<file path="config.mk">
export PLATFORM = sky130hd
export DESIGN_NAME = seg_scan_ctrl
export DESIGN_NICKNAME = d
export VERILOG_FILES = /design/src/rtl/seg_scan_ctrl.sv
export SDC_FILE = /design/constraint.sdc
export NUM_CORES = 1
export LEC_CHECK = 0
export CAP_MARGIN = 5
export CORE_UTILIZATION = 51
export CTS_CLUSTER_DIAMETER = 60
export DETAILED_ROUTE_END_ITERATION = 12
export GPL_ROUTABILITY_DRIVEN = 0
export PLACE_DENSITY = 0.84
export SYNTH_ARGS = -nofsm -noshare
export SYNTH_HDL_FRONTEND = slang
export SYNTH_SLANG_ARGS = --single-unit
</file>
<file path="constraint.sdc">
create_clock -name clk -period 2 [get_ports clk]
set_input_delay 0.4 -clock clk [delete_from_list [all_inputs] [get_ports clk]]
set_output_delay 0.4 -clock clk [all_outputs]
set_load 0.03 [all_outputs]
</file>
<file path="src/rtl/seg_scan_ctrl.sv">
// Purpose: time-multiplexed 8-digit 7-segment scanner with per-digit hex/dp registers and anti-ghost blanking.
// Latency: seg/en/frame_done are registered, one cycle behind the scan state; digit writes are forwarded to seg in that same cycle.
// Backpressure: none; run=0 freezes the scan in place and blanks the display.
module seg_scan_ctrl #(
    parameter int DWELL = 50000,
    parameter int BLANK = 500
) (
    input  logic       clk,
    input  logic       rst,
    input  logic       run,
    input  logic       wr_en,
    input  logic [2:0] wr_addr,
    input  logic [3:0] wr_data,
    input  logic       wr_dp,
    input  logic [7:0] digit_mask,
    output logic [7:0] seg,
    output logic [7:0] en,
    output logic       frame_done
);

    typedef enum logic {
        SHOW = 1'b0,
        GAP  = 1'b1
    } state_t;

    localparam int CNT_MAX = (DWELL > BLANK) ? DWELL : BLANK;
    localparam int CNT_W   = (CNT_MAX > 2) ? $clog2(CNT_MAX) : 1;
    localparam logic [CNT_W-1:0] DWELL_LAST = CNT_W'(DWELL - 1);
    localparam logic [CNT_W-1:0] BLANK_LAST = CNT_W'(BLANK - 1);

    state_t           state_q, state_d;
    logic [CNT_W-1:0] cnt_q, cnt_d;
    logic [2:0]       idx_q, idx_d;
    logic             wrap_pend_q, wrap_pend_d;

    logic [3:0]       digit_val [8];
    logic             digit_dp  [8];

    logic [3:0]       shown_val;
    logic             shown_dp;
    logic [7:0]       seg_d, en_d;
    logic             frame_done_d;

    // Active-low a..g in bits 7..1, dp (bit 0) left dark.
    function automatic logic [7:0] hex_code(input logic [3:0] v);
        logic [7:0] c;
        case (v)
            4'h0:    c = 8'h03;
            4'h1:    c = 8'h9F;
            4'h2:    c = 8'h25;
            4'h3:    c = 8'h0D;
            4'h4:    c = 8'h99;
            4'h5:    c = 8'h49;
            4'h6:    c = 8'h41;
            4'h7:    c = 8'h1F;
            4'h8:    c = 8'h01;
            4'h9:    c = 8'h19;
            4'hA:    c = 8'h11;
            4'hB:    c = 8'hC1;
            4'hC:    c = 8'h63;
            4'hD:    c = 8'h85;
            4'hE:    c = 8'h61;
            default: c = 8'h71;
        endcase
        return c;
    endfunction

    always_ff @(posedge clk) begin
        if (rst) begin
            for (int i = 0; i < 8; i++) begin
                digit_val[i] <= 4'h0;
                digit_dp[i]  <= 1'b0;
            end
        end else if (wr_en) begin
            digit_val[wr_addr] <= wr_data;
            digit_dp[wr_addr]  <= wr_dp;
        end
    end

    // Forward a same-cycle write to the shown digit so it reaches seg without an extra cycle.
    always_comb begin
        shown_val = digit_val[idx_q];
        shown_dp  = digit_dp[idx_q];
        if (wr_en && (wr_addr == idx_q)) begin
            shown_val = wr_data;
            shown_dp  = wr_dp;
        end
    end

    always_comb begin
        state_d     = state_q;
        cnt_d       = cnt_q;
        idx_d       = idx_q;
        wrap_pend_d = wrap_pend_q;
        if (run) begin
            wrap_pend_d = 1'b0;
            if (state_q == SHOW) begin
                if (cnt_q == DWELL_LAST) begin
                    state_d = GAP;
                    cnt_d   = '0;
                end else begin
                    cnt_d = cnt_q + CNT_W'(1);
                end
            end else begin
                if (cnt_q == BLANK_LAST) begin
                    state_d     = SHOW;
                    cnt_d       = '0;
                    idx_d       = idx_q + 3'd1;
                    // frame_done is issued one cycle later so it lines up with en returning to digit 0.
                    wrap_pend_d = (idx_q == 3'd7);
                end else begin
                    cnt_d = cnt_q + CNT_W'(1);
                end
            end
        end
    end

    always_comb begin
        seg_d        = 8'hFF;
        en_d         = 8'hFF;
        frame_done_d = run & wrap_pend_q;
        if (run && (state_q == SHOW) && digit_mask[idx_q]) begin
            en_d  = ~(8'h01 << idx_q);
            seg_d = hex_code(shown_val) & ~{7'b0, shown_dp};
        end
    end

    always_ff @(posedge clk) begin
        if (rst) begin
            state_q     <= SHOW;
            cnt_q       <= '0;
            idx_q       <= 3'd0;
            wrap_pend_q <= 1'b0;
            seg         <= 8'hFF;
            en          <= 8'hFF;
            frame_done  <= 1'b0;
        end else begin
            state_q     <= state_d;
            cnt_q       <= cnt_d;
            idx_q       <= idx_d;
            wrap_pend_q <= wrap_pend_d;
            seg         <= seg_d;
            en          <= en_d;
            frame_done  <= frame_done_d;
        end
    end

endmodule

</file>
==> results.cfg, run 1 <==
[sta]
worstMarginPinSlew_ns = 0.422
max_slew_margin_pct = 71.8
finalWorstSetupSlack_ns = -0.144
rsz0062_at_grt = yes
max_freq_mhz = 466
finalSetupViolations = 7
finalHoldViolations = 0
final.setup_skew_ns = 0.0108
maxSlewViolCount = 0
fin_crit_ns = 2.14
hold_ws_ns = 0.476
timing.final.crit_share_pct = 107

[placed_design]
io_buffers = 36
hpwlAfterDp_mm = 5.99
dp_slack_ns = -0.496
place_inst = 495

[power_and_ir_drop]
ir_drop_mv = 0.375
power.density_nw_per_um2 = 679
p_leak_nw = 1.86
p_total_mw = 3.35

[critical_path]
crit_slowest_cell = clkdlybuf4s50_1
endpoint_kind = flip-flop
critical_path.cell_chain = clkdlybuf4s50_1 -> xnor2_2 -> nand4_4 -> buf_4 -> mux2_4 -> or2_4 -> a21oi_2 -> o21ai_1
ff2ff_path_depth = 6
cp_max_fo = 7
path_buf_inv = 2
crit_required_ns = 2.25
startpoint = wr_addr[0]
arrival_ns = 2.39
max_stage_delay_ns = 0.52
path_depth = 8
startpoint_type = input port
critical_path.top_delay_family = buffers and inverters
critical_path_class = input port to flip-flop
setup.worst_path.end = seg[7]$_SDFF_PP1_
r2r-end = seg[7]$_SDFF_PP1_
r2r_setup_slack_ns = -0.13

[clocking]
clock_path_buffers = 2
clock_latency_ns = 0.35
cts_tree = yes
path_clk_slew_ns = 0.08
hold_buffers = 0
htreeDepth = 3
cts_made_buffers = 9
root_buffer = clkbuf_8
cts.sinks = 81

[cells_and_area]
utilization_pct = 68.1
drive_above_1_share_pct = 25.5
syn_to_final_growth_pct = 28.8
final_common_cell = buf_4
n_antenna_cell = 0
instances_no_fill = 514
nets = 443
final_cell_mix = buf_4 (42), and2_1 (41), edfxtp_1 (40)

[synth]
ys_warn_count = 0
syn_inst = 326
ys_types = 43
async_flop_share_pct = 0
synth_seq_cells = 81
synth_nets = 359
synth_area_per_cell_um2 = 11.8
synth_ff_type = dfxtp_1
syn_area_um2 = 3830
seq_area_frac_synth_pct = 52.8
synth-edff-count = 40

[global_route]
grt_use_met3_pct = 4.20
antenna_found_initial = 0
grt_util_met1_pct = 27.4
met2_usage_pct = 39.0
grtUsageTotal_pct = 22.8
grt_max_degree = 14
grt_pass1_wl_mm = 13.1
busiest_layer = met2
overflow = 0
grt_pass1_vias = 2728

[floorplan]
boundaryPins = 37
initial_utilization_pct = 52.8
die_w_um = 88.7
coreArea_um2 = 7250
die_area_um2 = 7870
num_rows = 31
die_h_um = 88.7

[min_path]
min_path_type = flip-flop to flip-flop

[status]
violations = setup timing
status = finished, violations left

[run]
cap_violations = 0

[route]
vias = 2788
via_per_inst = 5.42
detail_route.wl_per_cell_um = 16.8
drc = 0
wl_mm = 8.61
first_iter_violations = 148
ant_nets = 0
drt-pass1-iter-count = 4
## state kept, by name, indices dropped and copies added, names as in the netlist, named ones only
signal	cells
digit_val	32
cnt_q	16
digit_dp	8
en	8
seg	8
idx_q	3
frame_done	1
state_q	1
wrap_pend_q	1
## worst reg2reg max path, cell delays in order, from the launching register on
cell and delay, ns:
dfxtp_4 0.42, mux4_2 0.55, mux2_4 0.31, mux2_4 0.31, or2_4 0.27, a21oi_2 0.12
o21ai_1 0.06
## kinds of logic (layout without fill, tap and decap cells)
group,after synthesis,count (layout),synth area share (%)
AND/OR/NAND/NOR,150,150,20.9
flip-flops,81,81,52.8
multiplexers,26,27,11.9
AO/OA/AOI/OAI,21,21,3.62
XOR/XNOR,19,19,4.34
buffers and inverters,16,104,2.15
adder cells (fa/ha/maj),13,13,4.24
## routing by layer
metal / wire [µm] / vias up
li1: - / 1321
met1: 3510 / 1357
met3: 376 / 22
met2: 4450 / 88
met5: 0 / -
met4: 277 / 0
## cell usage after synthesis, types with 2 or more instances
library cell,number,area (µm²)
mux2_2,3,33.8
ha_1,13,163
nor2_1,32,120
mux2_4,2,30.0
mux4_2,3,67.6
dfxtp_1,41,821
nand2_1,26,97.6
or2_2,8,50.1
xnor2_1,9,78.8
nor3_1,5,25.0
and2_1,41,257
buf_6,3,33.8
nand4_1,5,31.3
mux4_1,9,236
o221ai_1,4,35.0
nand2b_1,6,37.5
o21ai_0,2,10.0
mux2i_1,9,90.1
inv_1,8,30.0
nand3_1,10,50.1
a21oi_1,7,35.0
clkbuf_1,5,18.8
nor4_1,4,25.0
xor2_1,10,87.6
o211ai_1,2,15.0
edfxtp_1,40,1200
and3_1,3,18.8
## where the power goes
part / internal (mW) / switching (mW) / leakage, nW
Sequential: 1.80 / 0.0225 / 0.717
Combinational: 0.186 / 0.187 / 1.04
Clock: 0.563 / 0.598 / 0.101
## what timing repair did
| action | 4_1_cts | 5_1_grt |
|---|---|---|
| gates resized for setup | 9 | 12 |
| hold endpoints to repair | 0 | 0 |
| setup buffers | 0 | 2 |
| cloned | 1 | 0 |
| setup endpoints to repair | 7 | 15 |
| pin swaps | 3 | 4 |
## worst min-delay path by stage
| stage | startpoint | end | slack [ns] | cells past startpoint |
|---|---|---|---|---|
| finish | wrap_pend_q$_SDFFE_PP0P_ | wrap_pend_q$_SDFFE_PP0P_ | 0.48 | 2 |
| global route | wrap_pend_q$_SDFFE_PP0P_ | wrap_pend_q$_SDFFE_PP0P_ | 0.50 | 2 |
| CTS | wrap_pend_q$_SDFFE_PP0P_ | wrap_pend_q$_SDFFE_PP0P_ | 0.47 | 2 |
| detailed placement | wrap_pend_q$_SDFFE_PP0P_ | wrap_pend_q$_SDFFE_PP0P_ | 0.46 | 2 |
| global placement | wrap_pend_q$_SDFFE_PP0P_ | wrap_pend_q$_SDFFE_PP0P_ | 0.45 | 2 |
| floorplan | wrap_pend_q$_SDFFE_PP0P_ | wrap_pend_q$_SDFFE_PP0P_ | 0.44 | 2 |
## through the flow
step | cell area [µm²] | setup TNS (ns)
finish | 4940 | -0.701
floorplan | 3850 | -0.0550
detailed placement | 4610 | -10.18
global placement | 4610 | -7.72
global route | 4940 | -1.20
CTS | 4840 | -0.612
## cell type report
type	count	area (µm²)
Sequential cell	81	2030
Timing Repair Buffer	80	707
Clock inverter	4	23.8
Inverter	8	32.5
Clock buffer	12	168
Multi-Input combinational cell	230	1850
Tap cell	99	124
Fill cell	504	2320
(Power assumes the default switching activity.)
==> run 2, diff against run 1 <==
- SKIP_LAST_GASP: not set -> 1
==> results.cfg, run 2 (synthesized netlist as in run 1, its figures left out) <==
[critical_path]
crit_required_ns = 2.25
critical_path.cell_chain = clkdlybuf4s50_1 -> xnor2_2 -> nand4_4 -> buf_4 -> mux2_4 -> or2_4 -> a21oi_2 -> o21ai_1
critical_path_class = input port to flip-flop
arrival_ns = 2.39
startpoint_type = input port
endpoint_kind = flip-flop
path_buf_inv = 2
startpoint = wr_addr[0]
max_stage_delay_ns = 0.52
crit_slowest_cell = clkdlybuf4s50_1
cp_max_fo = 7
critical_path.top_delay_family = buffers and inverters

[sta]
final.setup_skew_ns = 0.0108
max_slew_margin_pct = 71.8
fin_crit_ns = 2.14
finalSetupViolations = 7
worstMarginPinSlew_ns = 0.422
finalWorstSetupSlack_ns = -0.141
maxSlewViolCount = 0
max_freq_mhz = 467
finalHoldViolations = 0
timing.final.crit_share_pct = 107
rsz0062_at_grt = yes

[power_and_ir_drop]
seqPwrFrac_pct = 54.2
p_int_mw = 2.55
p_leak_nw = 1.86
p_total_mw = 3.36
power.density_nw_per_um2 = 680
ir_drop_mv = 0.376
clkPwrFrac_pct = 34.6
p_switching_mw = 0.809
swShare_pct = 24.1
pwr-share-comb_pct = 11.1

[global_route]
grt_pass1_wl_mm = 13.1
antenna_found_initial = 0
grtUsageTotal_pct = 22.8
grt_pass1_vias = 2728
grt_max_degree = 14
overflow = 0

[clocking]
clock_latency_ns = 0.35
clock_path_buffers = 2
cts_made_buffers = 9
hold_buffers = 0
cts.sinks = 81
cts_tree = yes
htreeDepth = 3
path_clk_slew_ns = 0.08
root_buffer = clkbuf_8

[route]
drt-met1-wl_mm = 3.50
detail_route.wl_per_cell_um = 16.8
via_per_inst = 5.44
dr_wl_met3_um = 384
top_layer = met4
vias = 2794
ant_nets = 0
dr_wl_met2_mm = 4.44
wl_mm = 8.62
drc = 0
first_iter_violations = 149
drt-pass1-iter-count = 4

[placed_design]
hpwlAfterDp_mm = 5.99
place_inst = 495
dp_slack_ns = -0.496
io_buffers = 36

[cells_and_area]
final_common_cell = buf_4
final_cell_mix = buf_4 (42), and2_1 (41), edfxtp_1 (40)
n_antenna_cell = 0
drive_above_1_share_pct = 25.5
nets = 443
syn_to_final_growth_pct = 28.8
fillCellCount = 504
instances_no_fill = 514
multi_input_area_um2 = 1850
seq_area_um2 = 2030
utilization_pct = 68.1
largest_register = digit_val
largest_reg_flops = 32
largestRegisters = digit_val x32, cnt_q x16

[floorplan]
num_rows = 31
coreArea_um2 = 7250
die_area_um2 = 7870
die_h_um = 88.7
die_w_um = 88.7
initial_utilization_pct = 52.8
boundaryPins = 37

[min_path]
holdCritStartpoint = wrap_pend_q$_SDFFE_PP0P_
min_path_type = flip-flop to flip-flop

[status]
violations = setup timing
status = finished, violations left

[run]
cap_violations = 0
## run 2: cell counts in the layout (fill, tap and decap cells not counted)
Identical to the previous run, type by type.
## run 2: repair_timing
action	in CTS	in global routing
setup buffers	0	2
gates cloned	1	0
endpoints found under the setup margin	7	15
pin swaps	3	3
resized for setup	9	12
## run 2: metal layers
metal	GRT usage [%]	vias up
met4	11.7	0
met1	27.4	1358
li1	-	1320
met5	0	-
met3	4.20	24
met2	39.0	92
## run 2: worst min-delay path, delay by kind of cell (launching register included)
family	cells	cell delay, ns
flops	1	0.32
compound gates	1	0.05
simple gates	1	0.06
## run 2: path summary, 6_finish.rpt
path / to / slack [ns] / depth (start not counted)
min: wrap_pend_q$_SDFFE_PP0P_ / 0.48 / 2
min reg2reg: wrap_pend_q$_SDFFE_PP0P_ / 0.48 / 2
max: seg[7]$_SDFF_PP1_ / -0.14 / 8
max reg2reg: seg[7]$_SDFF_PP1_ / -0.13 / 6
## run 2: power groups by stage
stage / Sequential, mW / Combinational [mW] / Clock, mW
final: 1.82 / 0.373 / 1.16
after floorplan: 1.87 / 0.169 / 0
after detailed placement: 1.86 / 0.335 / 0
after CTS: 1.82 / 0.348 / 1.17
after global routing: 1.83 / 0.397 / 1.25
after global placement: 1.86 / 0.323 / 0
## run 2: per-stage QoR
stage | setup TNS, ns | hold WS (ns) | instance area [µm²]
final | -0.708 | 0.476 | 4940
after global routing | -1.20 | 0.504 | 4940
after CTS | -0.612 | 0.475 | 4840
after detailed placement | -10.18 | 0.460 | 4610
after global placement | -7.72 | 0.454 | 4610
after floorplan | -0.0550 | 0.442 | 3850
## run 2: cell type report
type	instances	area share, %
inverter	8	0.659
clock inverter	4	0.481
sequential	81	41.1
tap	99	2.51
multi-input combinational	230	37.5
clock buffer	12	3.40
timing repair buffer	80	14.3
==> run 3, diff against run 2 <==
- CTS_CLUSTER_DIAMETER: 60 -> not set
==> results of run 3 <==
No change in the layout: final DEF, timing and power equal those of run 2.
